<file path="src/rtl/pll_reset_sequencer.sv">
// rtl/pll_reset_sequencer.sv - staged core/USB reset release behind a qualified PLL lock
module pll_reset_sequencer #(
    parameter int LOCK_STABLE = 1024,
    parameter int CORE_HOLD   = 16,
    parameter int USB_DELAY   = 48000
) (
    input  logic       clk_48mhz,
    input  logic       rst_n,
    input  logic       clk_locked,
    input  logic       soft_rst_req,
    output logic       core_rst_n,
    output logic       usb_rst_n,
    output logic       ready,
    output logic [7:0] lock_loss_count
);

    // One shared counter sized for the longest of the three intervals.
    localparam int MAX_AB = (LOCK_STABLE > CORE_HOLD) ? LOCK_STABLE : CORE_HOLD;
    localparam int MAX_P  = (MAX_AB > USB_DELAY) ? MAX_AB : USB_DELAY;
    localparam int CNT_W  = (MAX_P > 1) ? $clog2(MAX_P) : 1;

    localparam logic [CNT_W-1:0] LS_LAST  = CNT_W'(LOCK_STABLE - 1);
    localparam logic [CNT_W-1:0] CH_LAST  = CNT_W'(CORE_HOLD - 1);
    localparam logic [CNT_W-1:0] UD_LAST  = CNT_W'(USB_DELAY - 1);
    localparam logic [CNT_W-1:0] CNT_ZERO = '0;
    localparam logic [CNT_W-1:0] CNT_ONE  = CNT_W'(1);

    typedef enum logic [2:0] {
        WAIT_LOCK = 3'd0,
        SETTLE    = 3'd1,
        HOLD      = 3'd2,
        STAGE     = 3'd3,
        RUN       = 3'd4
    } state_e;

    state_e           state_q, state_d;
    logic [CNT_W-1:0] cnt_q, cnt_d;
    logic             sync1_q, sync2_q;
    logic             lock_s;
    logic             loss_inc;
    logic [7:0]       loss_cnt_q, loss_cnt_d;
    logic             core_rst_n_q, usb_rst_n_q, ready_q;

    // Two-flop synchroniser: the only consumer of the asynchronous lock flag.
    always_ff @(posedge clk_48mhz or negedge rst_n) begin
        if (!rst_n) begin
            sync1_q <= 1'b0;
            sync2_q <= 1'b0;
        end else begin
            sync1_q <= clk_locked;
            sync2_q <= sync1_q;
        end
    end

    assign lock_s = sync2_q;

    // Next-state logic; lock loss beats soft reset beats the normal count-out.
    always_comb begin
        state_d  = state_q;
        cnt_d    = cnt_q;
        loss_inc = 1'b0;
        case (state_q)
            WAIT_LOCK: begin
                cnt_d = CNT_ZERO;
                if (lock_s) begin
                    state_d = SETTLE;
                end
            end
            SETTLE: begin
                if (!lock_s) begin
                    state_d = WAIT_LOCK;
                    cnt_d   = CNT_ZERO;
                end else if (cnt_q == LS_LAST) begin
                    state_d = HOLD;
                    cnt_d   = CNT_ZERO;
                end else begin
                    cnt_d = cnt_q + CNT_ONE;
                end
            end
            HOLD: begin
                if (!lock_s) begin
                    state_d  = WAIT_LOCK;
                    cnt_d    = CNT_ZERO;
                    loss_inc = 1'b1;
                end else if (cnt_q == CH_LAST) begin
                    state_d = STAGE;
                    cnt_d   = CNT_ZERO;
                end else begin
                    cnt_d = cnt_q + CNT_ONE;
                end
            end
            STAGE: begin
                if (!lock_s) begin
                    state_d  = WAIT_LOCK;
                    cnt_d    = CNT_ZERO;
                    loss_inc = 1'b1;
                end else if (soft_rst_req) begin
                    state_d = HOLD;
                    cnt_d   = CNT_ZERO;
                end else if (cnt_q == UD_LAST) begin
                    state_d = RUN;
                    cnt_d   = CNT_ZERO;
                end else begin
                    cnt_d = cnt_q + CNT_ONE;
                end
            end
            RUN: begin
                if (!lock_s) begin
                    state_d  = WAIT_LOCK;
                    cnt_d    = CNT_ZERO;
                    loss_inc = 1'b1;
                end else if (soft_rst_req) begin
                    state_d = HOLD;
                    cnt_d   = CNT_ZERO;
                end
            end
            default: begin
                state_d = WAIT_LOCK;
                cnt_d   = CNT_ZERO;
            end
        endcase
    end

    // Saturating lock-loss counter, only cleared by rst_n.
    always_comb begin
        loss_cnt_d = loss_cnt_q;
        if (loss_inc && (loss_cnt_q != 8'hFF)) begin
            loss_cnt_d = loss_cnt_q + 8'd1;
        end
    end

    // State, counter and outputs registered together so resets change on the state edge.
    always_ff @(posedge clk_48mhz or negedge rst_n) begin
        if (!rst_n) begin
            state_q      <= WAIT_LOCK;
            cnt_q        <= CNT_ZERO;
            loss_cnt_q   <= 8'd0;
            core_rst_n_q <= 1'b0;
            usb_rst_n_q  <= 1'b0;
            ready_q      <= 1'b0;
        end else begin
            state_q      <= state_d;
            cnt_q        <= cnt_d;
            loss_cnt_q   <= loss_cnt_d;
            core_rst_n_q <= (state_d == STAGE) || (state_d == RUN);
            usb_rst_n_q  <= (state_d == RUN);
            ready_q      <= (state_d == RUN);
        end
    end

    assign core_rst_n      = core_rst_n_q;
    assign usb_rst_n       = usb_rst_n_q;
    assign ready           = ready_q;
    assign lock_loss_count = loss_cnt_q;

endmodule

</file>
<file path="config.mk">
export PLATFORM = sky130hd
export DESIGN_NAME = pll_reset_sequencer
export DESIGN_NICKNAME = d
export VERILOG_FILES = /design/src/rtl/pll_reset_sequencer.sv
export SDC_FILE = /design/constraint.sdc
export NUM_CORES = 1
export LEC_CHECK = 0
export CORE_MARGIN = 3
export CORE_UTILIZATION = 48
export CTS_BUF_LIST = sky130_fd_sc_hd__clkbuf_16
export CTS_CLUSTER_SIZE = 28
export DETAILED_ROUTE_END_ITERATION = 8
export PLACE_DENSITY = 0.8
export RECOVER_POWER = 100
export SETUP_SLACK_MARGIN = 0.02
export SYNTH_ARGS = -nofsm -noshare
export SYNTH_HDL_FRONTEND = slang
export SYNTH_SLANG_ARGS = --single-unit
</file>
<file path="constraint.sdc">
create_clock -name clk_48mhz -period 3.1 [get_ports clk_48mhz]
set_clock_uncertainty 0.1 [all_clocks]
set_input_delay 0.465 -clock clk_48mhz [delete_from_list [all_inputs] [get_ports clk_48mhz]]
set_output_delay 0.465 -clock clk_48mhz [all_outputs]
set_load 0.01 [all_outputs]
</file>
==> results.rst <==
.. list-table::
   :header-rows: 1

   * - Metric
     - Value
   * - Amount of wire on met3 after detailed routing
     - 149 um
   * - HPWL Detailed
     - approximately 2500 um
   * - Final non-filler cell total
     - between 200 and 250
   * - Number of vias after detailed routing
     - around 1,400
   * - Final-report max-slew violation count
     - 32
   * - Number of DRC markers in iteration 0
     - 150
   * - Area added between synthesis and finish
     - 16.9%
   * - Max-capacitance violation count
     - 1
   * - Kind of cell adding the most delay to the critical path
     - compound AO/OA/AOI/OAI gates
   * - Power per cell area
     - between 400 and 500 mW/mm2
   * - Slew margin rel.
     - -8.30%
   * - # hold bufs at CTS
     - 0
   * - Worst Hold Depth
     - 0
   * - Worst Hold Path EP
     - lock_s
   * - Crit Path Category
     - primary input to flop
   * - Net count after synthesis
     - between 150 and 200
   * - Area share of the largest cell type after synthesis
     - roughly 45%
   * - Horizontal die dimension
     - approximately 66 um
   * - # diodes
     - 0
   * - Total congestion overflow after global routing
     - 0
   * - Total of flip-flops plus latches after synthesis
     - 31
   * - Number of buffers inserted during clock tree synthesis
     - 5
   * - Total clock sinks
     - 31
   * - Placement Rows
     - 21
   * - Critical register-to-register path startpoint
     - cnt_q[0]
   * - Top_reg_cell synth
     - sky130_fd_sc_hd__dfrtp_1
   * - Number of warnings reported in the yosys synthesis log
     - 0
   * - Post-Synthesis Cell Area
     - 0.00172 mm2
   * - Post-detailed-route wirelength per cell
     - around 15 um
   * - Slowest Stage Delay on Critical Path
     - 0.81 ns
   * - Final number of setup-violating endpoints
     - 0
   * - Synthesized area per cell
     - between 9 and 10 um2
   * - Path class of the lowest-slack min-delay path
     - flop to flop
   * - Number of hold violations in the final report
     - 0
   * - Synth top cells by count
     - sky130_fd_sc_hd__dfrtp_1, sky130_fd_sc_hd__nand2_1, sky130_fd_sc_hd__nor2_1
   * - Peak Freq
     - approximately 390 MHz
   * - Worst reg2reg endpoint
     - cnt_q[13]
   * - Nets@finish
     - just over 200
   * - Ranking of synthesized cells by area
     - sky130_fd_sc_hd__dfrtp_1, sky130_fd_sc_hd__nand2_1, sky130_fd_sc_hd__xnor2_1, sky130_fd_sc_hd__o32ai_1, sky130_fd_sc_hd__nor2_1
   * - Critical hold path startpoint
     - sync1_q
   * - I/O Buffers
     - 14
   * - Total number of cells along the worst setup path
     - 6
   * - Data required time of the critical path
     - ~3.2 ns
   * - Cell chain of the critical path
     - dlygate4sd3_1 > and3b_1 > nand2_1 > a21oi_1 > nor3_2 > o211ai_1
   * - Post-detailed-routing wire length
     - roughly 3600 um
   * - Top layer used by detailed routing
     - met4
   * - Overall power
     - roughly 900 uW
   * - Worst path buffer plus inverter count
     - 1
   * - Setup repair after global routing missed its margin
     - no
   * - Result of the run
     - finished, violations left
   * - Die area
     - 0.00434 mm2
   * - Element type at the critical path start
     - primary input
   * - Maximum number of pins on one net before global-route repair
     - 32
   * - Number of enable flip-flop cells after synthesis
     - 0
   * - Core Area
     - around 0.0034 mm2
   * - Worst-skew pair later-pin latency
     - 0.27 ns
   * - Placed inst area
     - around 0.0019 mm2
   * - Kind of capture point of the worst setup path
     - flop
   * - Antenna-violating nets left
     - 0
   * - Die Span Y
     - around 66 um
   * - Deepest clock path buffer count
     - 2
   * - Wire length of the first global-routing pass
     - ~6400 um
   * - Fraction of the yosys area taken by sequential cells
     - 45.1%
   * - Share of synthesized registers carrying an async set or reset
     - between 90% and 100%
   * - Met2 wire length
     - about 1800 um
   * - Number of cells produced by synthesis
     - 183
   * - Sum of negative setup slack
     - 0 ns
   * - Number of cells on the worst reg-to-reg path
     - 6
   * - Via count of the first global-routing pass
     - 1,416
   * - Final worst-path cycle share
     - 82.8%
   * - # IOs
     - 15
   * - Instance count after placement with tap cells included
     - 239
   * - CTS tree
     - yes
   * - CP max-delay cell
     - sky130_fd_sc_hd__a21oi_1
   * - Cell type with the largest total area after synthesis
     - sky130_fd_sc_hd__dfrtp_1
   * - Leakage power total
     - about 0.00093 uW
   * - Mean number of vias per cell
     - between 5 and 6
   * - Number of antenna violations at the first check in global routing
     - 0
   * - Post-cts sizing count
     - 0
   * - Initial cell density of the core
     - roughly 51%
   * - Most frequent cell after synthesis
     - sky130_fd_sc_hd__dfrtp_1
   * - Routed length on met1
     - 1650 um
   * - Routability congestion estimate
     - ~0.86
   * - Cell at the root of the clock tree
     - sky130_fd_sc_hd__clkbuf_16
   * - Clock-pin slew on the worst setup and hold paths
     - ~0.050 ns
   * - Number of remaining DRC errors
     - 0
   * - Slew of the pin with the lowest slew margin
     - 1.62 ns
   * - Length of the first detailed-routing pass in iterations
     - 4
   * - Distinct cells, synth
     - 44
   * - Failing checks
     - max-capacitance violations, max-slew violations
   * - Post-CTS Setup Repair Bufs
     - 0
   * - Final instance area
     - around 0.002 mm2
   * - Layout cells sized above 1
     - under 10%
   * - Arr. time, crit path
     - around 2.7 ns
   * - Final period demand of the worst path
     - approximately 2.6 ns
   * - Register-to-register path setup slack
     - ~0.56 ns
   * - H-tree depth reported by CTS
     - 2
   * - Peak supply drop
     - between 300 and 400 uV
   * - Overall routing resource usage
     - between 10% and 20%
   * - Max FO, Critical Path
     - 12
flip-flops by register name, summed over array words and instances, names as in the netlist:
| name | flops |
|---|---|
| cnt_q | 16 |
| lock_loss_count | 8 |
| state_q | 3 |
| core_rst_n | 1 |
| lock_s | 1 |
| ready | 1 |
| sync1_q | 1 |
worst max path at each step:
stage	start	end
floorplan	cnt_q[0]	cnt_q[6]
global placement	soft_rst_req	cnt_q[6]
detailed placement	soft_rst_req	cnt_q[12]
CTS	soft_rst_req	cnt_q[6]
global route	cnt_q[1]	cnt_q[13]
finish	soft_rst_req	cnt_q[6]
power breakdown:
part           switching (uW)  leakage, uW  internal [uW]
Combinational            16.0     0.000434           8.11
Clock                     158    0.0000762            289
Sequential               4.53     0.000423            409
Total                     179     0.000933            706
cells by family after synthesis:
group / after synthesis / synth area share (%)
AND/OR/NAND/NOR: 87 / 27.1
flip-flops: 31 / 45.1
adder cells (fa/ha/maj): 2 / 1.45
multiplexers: 2 / 1.24
AO/OA/AOI/OAI: 36 / 15.3
buffers and inverters: 14 / 4.29
XOR/XNOR: 11 / 5.60
per-layer routing:
layer	vias to the layer above	global-route usage, %
li1	700	-
met2	39	30.9
met5	-	0
met4	0	8.81
met3	7	4.93
met1	696	23.9
stage by stage:
| step | utilization, % | setup WS, ns | hold WS [ns] |
|---|---|---|---|
| finish | 59.3 | 0.532 | 0.245 |
| floorplan | - | 1.22 | 0.0694 |
| detailed placement | 55.7 | 0.432 | 0.235 |
| global route | 59.3 | 0.213 | 0.247 |
| global placement | 55.7 | 0.476 | 0.240 |
| CTS | 59.8 | 0.686 | 0.246 |
area by class of cell:
cell class                 count  area, um2
clock buffer                   5        125
inverter                       8       30.0
timing repair buffer          16        151
multi-input combinational    138        858
tap                           46       57.6
clock inverter                 3       12.5
fill                         288       1380
sequential                    31        776
cell usage in the layout (no fill, tap or decap), types with 2 or more instances in the layout:
master,n
sky130_fd_sc_hd__nor4_1,4
sky130_fd_sc_hd__nand4_1,7
sky130_fd_sc_hd__o31ai_1,2
sky130_fd_sc_hd__xnor2_1,8
sky130_fd_sc_hd__and2_1,3
sky130_fd_sc_hd__and3_1,5
sky130_fd_sc_hd__nand3_1,10
sky130_fd_sc_hd__o211ai_1,2
sky130_fd_sc_hd__a31o_2,3
sky130_fd_sc_hd__nor3_1,2
sky130_fd_sc_hd__o21ai_0,12
sky130_fd_sc_hd__ha_1,2
sky130_fd_sc_hd__inv_1,10
sky130_fd_sc_hd__a31oi_1,2
sky130_fd_sc_hd__clkbuf_16,5
sky130_fd_sc_hd__a21oi_1,3
sky130_fd_sc_hd__nor2_1,14
sky130_fd_sc_hd__nand2_1,26
sky130_fd_sc_hd__nor3_2,2
sky130_fd_sc_hd__xor2_1,3
sky130_fd_sc_hd__o32ai_1,7
sky130_fd_sc_hd__nor2b_1,5
sky130_fd_sc_hd__dfrtp_1,31
sky130_fd_sc_hd__dlygate4sd3_1,14
No activity file was read; power rests on OpenSTA's default activity.
